File: config.mk
export PLATFORM = sky130hd
export DESIGN_NAME = addsub_cla_pipe
export DESIGN_NICKNAME = d
export VERILOG_FILES = /design/src/rtl/alu_pkg.sv /design/src/rtl/cla_group_8.sv /design/src/rtl/addsub_cla_pipe.sv
export SDC_FILE = /design/constraint.sdc
export NUM_CORES = 1
export LEC_CHECK = 0
export BUFFER_PORTS_ARGS = -buffer_cell sky130_fd_sc_hd__buf_2
export CORE_ASPECT_RATIO = 1.2
export CORE_MARGIN = 10
export CORE_UTILIZATION = 40
export DETAILED_ROUTE_END_ITERATION = 16
export GPL_ROUTABILITY_DRIVEN = 0
export PLACE_DENSITY = 0.61
export SYNTH_ARGS = -nofsm -noshare
export SYNTH_HDL_FRONTEND = slang
export SYNTH_SLANG_ARGS = --single-unit
File: constraint.sdc
create_clock -name clk -period 3.6 [get_ports clk]
set_input_delay 0.72 -clock clk [delete_from_list [all_inputs] [get_ports clk]]
set_output_delay 0.72 -clock clk [all_outputs]
set_load 0.02 [all_outputs]
File: src/rtl/alu_pkg.sv
// Shared ALU definitions: operation encoding, lookahead group width and the
// registered flag bundle.
package alu_pkg;

   localparam logic [1:0] OP_ADD = 2'b00;
   localparam logic [1:0] OP_SUB = 2'b01;
   localparam logic [1:0] OP_ADC = 2'b10;
   localparam logic [1:0] OP_SBB = 2'b11;

   localparam int GRP_W = 8;

   typedef struct packed {
      logic c;
      logic v;
      logic z;
      logic n;
   } alu_flags_t;

   // Subtracting forms feed the inverted B operand into the adder.
   function automatic logic op_inverts_b(input logic [1:0] op);
      return (op == OP_SUB) || (op == OP_SBB);
   endfunction

   function automatic logic op_cin(input logic [1:0] op, input logic cin);
      logic r;
      case (op)
         OP_ADD:  r = 1'b0;
         OP_SUB:  r = 1'b1;
         default: r = cin;
      endcase
      return r;
   endfunction

endpackage

File: src/rtl/cla_group_8.sv
// Combinational 8-bit carry-lookahead group: sum for a given carry-in plus the
// group generate/propagate used by the second-level lookahead.
module cla_group_8
   import alu_pkg::*;
(
   input  logic [GRP_W-1:0] a,
   input  logic [GRP_W-1:0] b,
   input  logic             cin,
   output logic [GRP_W-1:0] s,
   output logic             g,
   output logic             p
);

   logic [GRP_W-1:0] bit_g;
   logic [GRP_W-1:0] bit_p;
   logic             cy;

   always_comb begin
      bit_g = a & b;
      bit_p = a ^ b;
      s     = '0;
      cy    = cin;
      g     = 1'b0;
      for (int i = 0; i < GRP_W; i++) begin
         s[i] = bit_p[i] ^ cy;
         cy   = bit_g[i] | (bit_p[i] & cy);
         g    = bit_g[i] | (bit_p[i] & g);
      end
      p = &bit_p;
   end

endmodule

File: src/rtl/addsub_cla_pipe.sv
// Two-stage pipelined add/subtract: stage 1 computes per-group conditional sums
// and G/P, stage 2 resolves group carries by lookahead and registers sum+flags.
module addsub_cla_pipe
   import alu_pkg::*;
#(
   parameter int WIDTH = 32
) (
   input  logic             clk,
   input  logic             rst,
   input  logic             in_valid,
   output logic             in_ready,
   input  logic [WIDTH-1:0] in_a,
   input  logic [WIDTH-1:0] in_b,
   input  logic [1:0]       in_op,
   input  logic             in_cin,
   output logic             out_valid,
   input  logic             out_ready,
   output logic [WIDTH-1:0] out_sum,
   output logic             out_c,
   output logic             out_v,
   output logic             out_z,
   output logic             out_n
);

   localparam int NGRP = WIDTH / GRP_W;

   // Handshake: a beat moves on valid && ready. A stage advances when it is
   // empty or its downstream advances; in_ready depends on state/out_ready only.
   logic s1_valid;
   logic s2_adv;
   logic s1_adv;

   assign s2_adv   = !out_valid || out_ready;
   assign s1_adv   = !s1_valid || s2_adv;
   assign in_ready = s1_adv;

   logic [WIDTH-1:0]             b_eff;
   logic                         cin_eff;
   logic [NGRP-1:0][GRP_W-1:0]   sum0_d;
   logic [NGRP-1:0][GRP_W-1:0]   sum1_d;
   logic [NGRP-1:0]              g_d;
   logic [NGRP-1:0]              p_d;

   assign b_eff   = op_inverts_b(in_op) ? ~in_b : in_b;
   assign cin_eff = op_cin(in_op, in_cin);

   for (genvar k = 0; k < NGRP; k++) begin : g_grp
      cla_group_8 u_cin0 (
         .a   (in_a[k*GRP_W +: GRP_W]),
         .b   (b_eff[k*GRP_W +: GRP_W]),
         .cin (1'b0),
         .s   (sum0_d[k]),
         .g   (g_d[k]),
         .p   (p_d[k])
      );
      cla_group_8 u_cin1 (
         .a   (in_a[k*GRP_W +: GRP_W]),
         .b   (b_eff[k*GRP_W +: GRP_W]),
         .cin (1'b1),
         .s   (sum1_d[k]),
         .g   (),
         .p   ()
      );
   end

   logic [NGRP-1:0][GRP_W-1:0]   s1_sum0;
   logic [NGRP-1:0][GRP_W-1:0]   s1_sum1;
   logic [NGRP-1:0]              s1_g;
   logic [NGRP-1:0]              s1_p;
   logic                         s1_cin;
   logic                         s1_a_msb;
   logic                         s1_b_msb;

   always_ff @(posedge clk or posedge rst) begin
      if (rst) begin
         s1_valid <= 1'b0;
         s1_sum0  <= '0;
         s1_sum1  <= '0;
         s1_g     <= '0;
         s1_p     <= '0;
         s1_cin   <= 1'b0;
         s1_a_msb <= 1'b0;
         s1_b_msb <= 1'b0;
      end else if (s1_adv) begin
         s1_valid <= in_valid;
         if (in_valid) begin
            s1_sum0  <= sum0_d;
            s1_sum1  <= sum1_d;
            s1_g     <= g_d;
            s1_p     <= p_d;
            s1_cin   <= cin_eff;
            s1_a_msb <= in_a[WIDTH-1];
            s1_b_msb <= b_eff[WIDTH-1];
         end
      end
   end

   logic [NGRP:0]    c_grp;
   logic [WIDTH-1:0] sum_nx;
   alu_flags_t       flags_nx;
   alu_flags_t       flags_q;
   logic             prod;
   logic             cy;

   // Each group carry is an OR of independent product terms over the
   // registered G/P/cin, so no carry depends on a lower computed carry.
   always_comb begin
      c_grp    = '0;
      sum_nx   = '0;
      flags_nx = '0;
      prod     = 1'b0;
      cy       = 1'b0;
      c_grp[0] = s1_cin;
      for (int k = 0; k < NGRP; k++) begin
         prod = s1_cin;
         for (int m = 0; m <= k; m++) prod = prod & s1_p[m];
         cy = prod;
         for (int j = 0; j <= k; j++) begin
            prod = s1_g[j];
            for (int m = j + 1; m <= k; m++) prod = prod & s1_p[m];
            cy = cy | prod;
         end
         c_grp[k+1] = cy;
      end
      for (int k = 0; k < NGRP; k++) begin
         sum_nx[k*GRP_W +: GRP_W] = c_grp[k] ? s1_sum1[k] : s1_sum0[k];
      end
      flags_nx.c = c_grp[NGRP];
      flags_nx.v = (s1_a_msb == s1_b_msb) && (sum_nx[WIDTH-1] != s1_a_msb);
      flags_nx.z = ~|sum_nx;
      flags_nx.n = sum_nx[WIDTH-1];
   end

   always_ff @(posedge clk or posedge rst) begin
      if (rst) begin
         out_valid <= 1'b0;
         out_sum   <= '0;
         flags_q   <= '0;
      end else if (s2_adv) begin
         out_valid <= s1_valid;
         if (s1_valid) begin
            out_sum <= sum_nx;
            flags_q <= flags_nx;
         end
      end
   end

   assign out_c = flags_q.c;
   assign out_v = flags_q.v;
   assign out_z = flags_q.z;
   assign out_n = flags_q.n;

endmodule

==> flow_metrics.py <==
metrics = {
    "sta": {
        "rsz0062_at_grt": "yes",
        "hold_viol": 0,
        "layout_setup_ws_ns": -0.194,
        "final.min_clock_period_ns": 3.79,
        "setup_viol": 4,
        "post-route-period-util_pct": 105,
        "tightestPinTransition_ns": 0.886,
        "fin_worst_skew_ns": 0.00653,
        "worst_hold_slack_ns": 0.399,
        "fmax_mhz": 264,
        "slew_headroom_pct": 40.7,
        "final_max_slew_viol_count": 0,
    },
    "worst_setup_path": {
        "critPathCaptureType": "flip-flop",
        "critPathLaunchType": "input pin",
        "timing.critical_path.mode_cell": "fa_2",
        "reg2reg_slack_ns": 1.66,
        "slowest_delay_ns": 0.39,
        "cp.arrival_ns": 4.03,
        "critical_path_class": "in2reg",
        "path_buf_inv": 4,
        "crit_family": "adder cells",
        "critPathRequiredTime_ns": 3.84,
        "cp_cell_sequence": "buf_8 -> buf_12 -> xor2_2 -> ha_2 -> inv_2 -> fa_2 -> fa_2 -> fa_2 -> fa_2 -> fa_2 -> fa_2 -> inv_2 -> fa_1 -> nand2_1 -> nand2_1",
        "crit_slowest_cell": "fa_1",
        "path_max_fanout": 6,
    },
    "finish": {
        "drive_gt1_share_pct": 31.9,
        "design_area_um2": 8300,
        "nNetsFinal": 945,
        "seq_area_um2": 2800,
        "multiInputGateArea_um2": 3770,
        "area_growth_pct": 22.2,
        "insertedDiodeCount": 0,
        "n_fill_cell": 1608,
        "final_util_pct": 49.4,
    },
    "die": {
        "dieArea_um2": 22600,
        "io_pins": 109,
        "initial_core_util_pct": 40.4,
        "die_y_um": 163,
        "core_area_um2": 16800,
        "num_rows": 52,
        "die_x_um": 139,
    },
    "synthesis": {
        "syn_inst": 655,
        "yosysMostFrequentCell": "nand2_1",
        "ys_seq_area_share_pct": 41.3,
        "synth_area_leader_cell": "dfrtp_1",
        "synthDistinctLibCells": 47,
        "synth_warnings": 0,
        "ys_ff_latch": 112,
        "synth_common_cells": "nand2_1 (137), dfrtp_1 (112), o21ai_0 (69)",
        "synth_edf_count": 0,
        "synth_area_leaders": "dfrtp_1 (41%), fa_1 (15%), nand2_1 (7.6%)",
        "syn_area_per_cell_um2": 10.4,
        "netlist_area_um2": 6790,
        "ys.flop_type": "dfrtp_1",
        "synth_top_area_share_pct": 41.3,
        "synthArstFlopShare_pct": 100,
        "syn-num-nets": 814,
    },
    "placement": {
        "pre_cts_slack_ns": -0.650,
        "io_buffers": 108,
        "hpwl_um": 12500,
        "postPlaceCellArea_um2": 7930,
    },
    "clock_network": {
        "clk_pin_slew_ns": 0.07,
        "cts_hold_buf": 0,
        "cts-root-buf": "clkbuf_16",
        "numCtsBuffers": 9,
        "cts_tree": "done",
        "cts.sinks": 112,
        "clk_latency_ns": 0.35,
        "clock_path_buffers": 2,
        "htreeDepth": 3,
    },
    "pwr": {
        "worst_ir_drop_vdd_mv": 0.241,
        "powerDensity_nw_per_um2": 509,
        "leakagePower_nw": 4.02,
    },
    "global_route": {
        "grt_antenna_before_repair": 0,
        "grt_pass1_vias": 5194,
        "grt_first_pass_wirelength_um": 25300,
        "grt_overflow_total": 0,
        "grt_max_degree": 88,
        "track_usage_pct": 13.6,
    },
    "drt": {
        "dr_total_vias": 4774,
        "ant_nets": 0,
        "drc": 0,
        "first_pass_iters": 4,
        "vias_per_cell": 4.74,
        "routedWlPerCell_um": 15.3,
        "drt_iter0_drc": 311,
        "drt_wl_total_um": 15400,
    },
    "outcome": {
        "violations": "setup timing",
        "status": "complete, but fails checks",
    },
    "min_path": {
        "min-delay-path-class": "in2async",
    },
    "flow_run": {
        "maxCapViolCount": 0,
    },
}
-- layout make-up --
cell class	instances	share of cell area (%)
Clock buffer	10	2.88
Sequential cell	112	33.8
Inverter	67	3.08
Timing Repair Buffer	150	10.7
Multi-Input combinational cell	446	45.4
Clock inverter	6	0.829
Tap cell	216	3.26
-- path summary, 6_finish.rpt --
kind	depth (start not counted)	end	start
max	15	s1_sum0[23]$_DFFE_PP0P_	in_op[0]
min	2	s1_sum1[10]$_DFFE_PP0P_	rst
max reg2reg	5	out_z$_DFFE_PP0P_	s1_cin$_DFFE_PP0P_
min reg2reg	2	out_sum[5]$_DFFE_PP0P_	out_sum[5]$_DFFE_PP0P_
max in group asynchronous	3	out_sum[24]$_DFFE_PP0P_	rst
min in group clk	2	out_sum[5]$_DFFE_PP0P_	out_sum[5]$_DFFE_PP0P_
-- through the flow --
step | power (mW) | TNS [ns] | std cells
final | 4.22 | -0.649 | 1007
after global routing | 4.54 | -1.20 | 1007
after CTS | 4.29 | -0.681 | 1007
after detailed placement | 3.26 | -8.04 | 987
after global placement | 3.20 | -6.74 | 987
after floorplan | 2.74 | -3.83 | 655
-- power breakdown --
| group | total, mW | switching, mW | internal (mW) |
|---|---|---|---|
| clock | 1.02 | 0.455 | 0.561 |
| combinational | 1.38 | 0.809 | 0.574 |
| sequential | 1.82 | 0.238 | 1.59 |
| total | 4.22 | 1.50 | 2.72 |
-- cells in the final DEF, fill, tap and decap left out, drive strengths merged --
cell type / n
a2111oi: 1
a211oi: 2
a21o: 1
a21oi: 5
a22o: 1
a31oi: 1
a41o: 1
and2: 1
and4: 1
buf: 150
bufinv: 1
clkbuf: 10
clkinv: 4
clkinvlp: 2
dfrtp: 112
fa: 52
ha: 36
inv: 66
mux2: 2
mux2i: 31
nand2: 137
nand2b: 2
nand3: 2
nand3b: 1
nand4: 9
nor2: 5
nor2b: 2
nor3: 6
nor3b: 1
nor4: 7
o211ai: 1
o21a: 5
o21ai: 85
o22a: 2
o22ai: 1
o31ai: 5
or4: 4
xor2: 36
-- logic make-up (layout without fill, tap and decap cells) --
| logic type | count (synthesis) | after routing | synth area share, % |
|---|---|---|---|
| DFF | 112 | 112 | 41.3 |
| muxes | 33 | 33 | 4.96 |
| adders and majority gates | 88 | 88 | 22.0 |
| buffers and inverters | 97 | 233 | 6.10 |
| AOI/OAI and AO/OA | 111 | 111 | 9.80 |
| and+or+nand+nor | 178 | 178 | 11.2 |
| xor gates and xnor gates | 36 | 36 | 4.64 |
-- layer usage --
| layer | global-route usage [%] | vias up | wire, µm |
|---|---|---|---|
| li1 | - | 2362 | - |
| met1 | 15.2 | 2299 | 6280 |
| met2 | 24.9 | 93 | 8160 |
| met3 | 3.41 | 20 | 713 |
| met4 | 4.37 | 0 | 236 |
| met5 | 0 | - | 0 |
-- sequential cells by signal, indices dropped and copies added, names as in the netlist --
register / cells
s1_p: 4
out_valid: 1
s1_valid: 1
out_sum: 32
s1_cin: 1
s1_a_msb: 1
s1_b_msb: 1
s1_sum0: 32
out_z: 1
out_c: 1
s1_g: 4
s1_sum1: 32
out_v: 1
-- worst reg2reg max path, stage by stage (launching register included) --
cell and delay, ns:
dfrtp_1 0.36, buf_4 0.21, a21oi_4 0.47, o21ai_4 0.22, mux2_4 0.36, o31ai_2 0.23
-- what timing repair did --
item                                    4_1_cts  5_1_grt
pin swaps                                     3        1
endpoints found under the setup margin        7       10
buffers inserted                              4        0
cloned                                        0        0
gates resized for setup                       5        4
(Power assumes the default switching activity.)
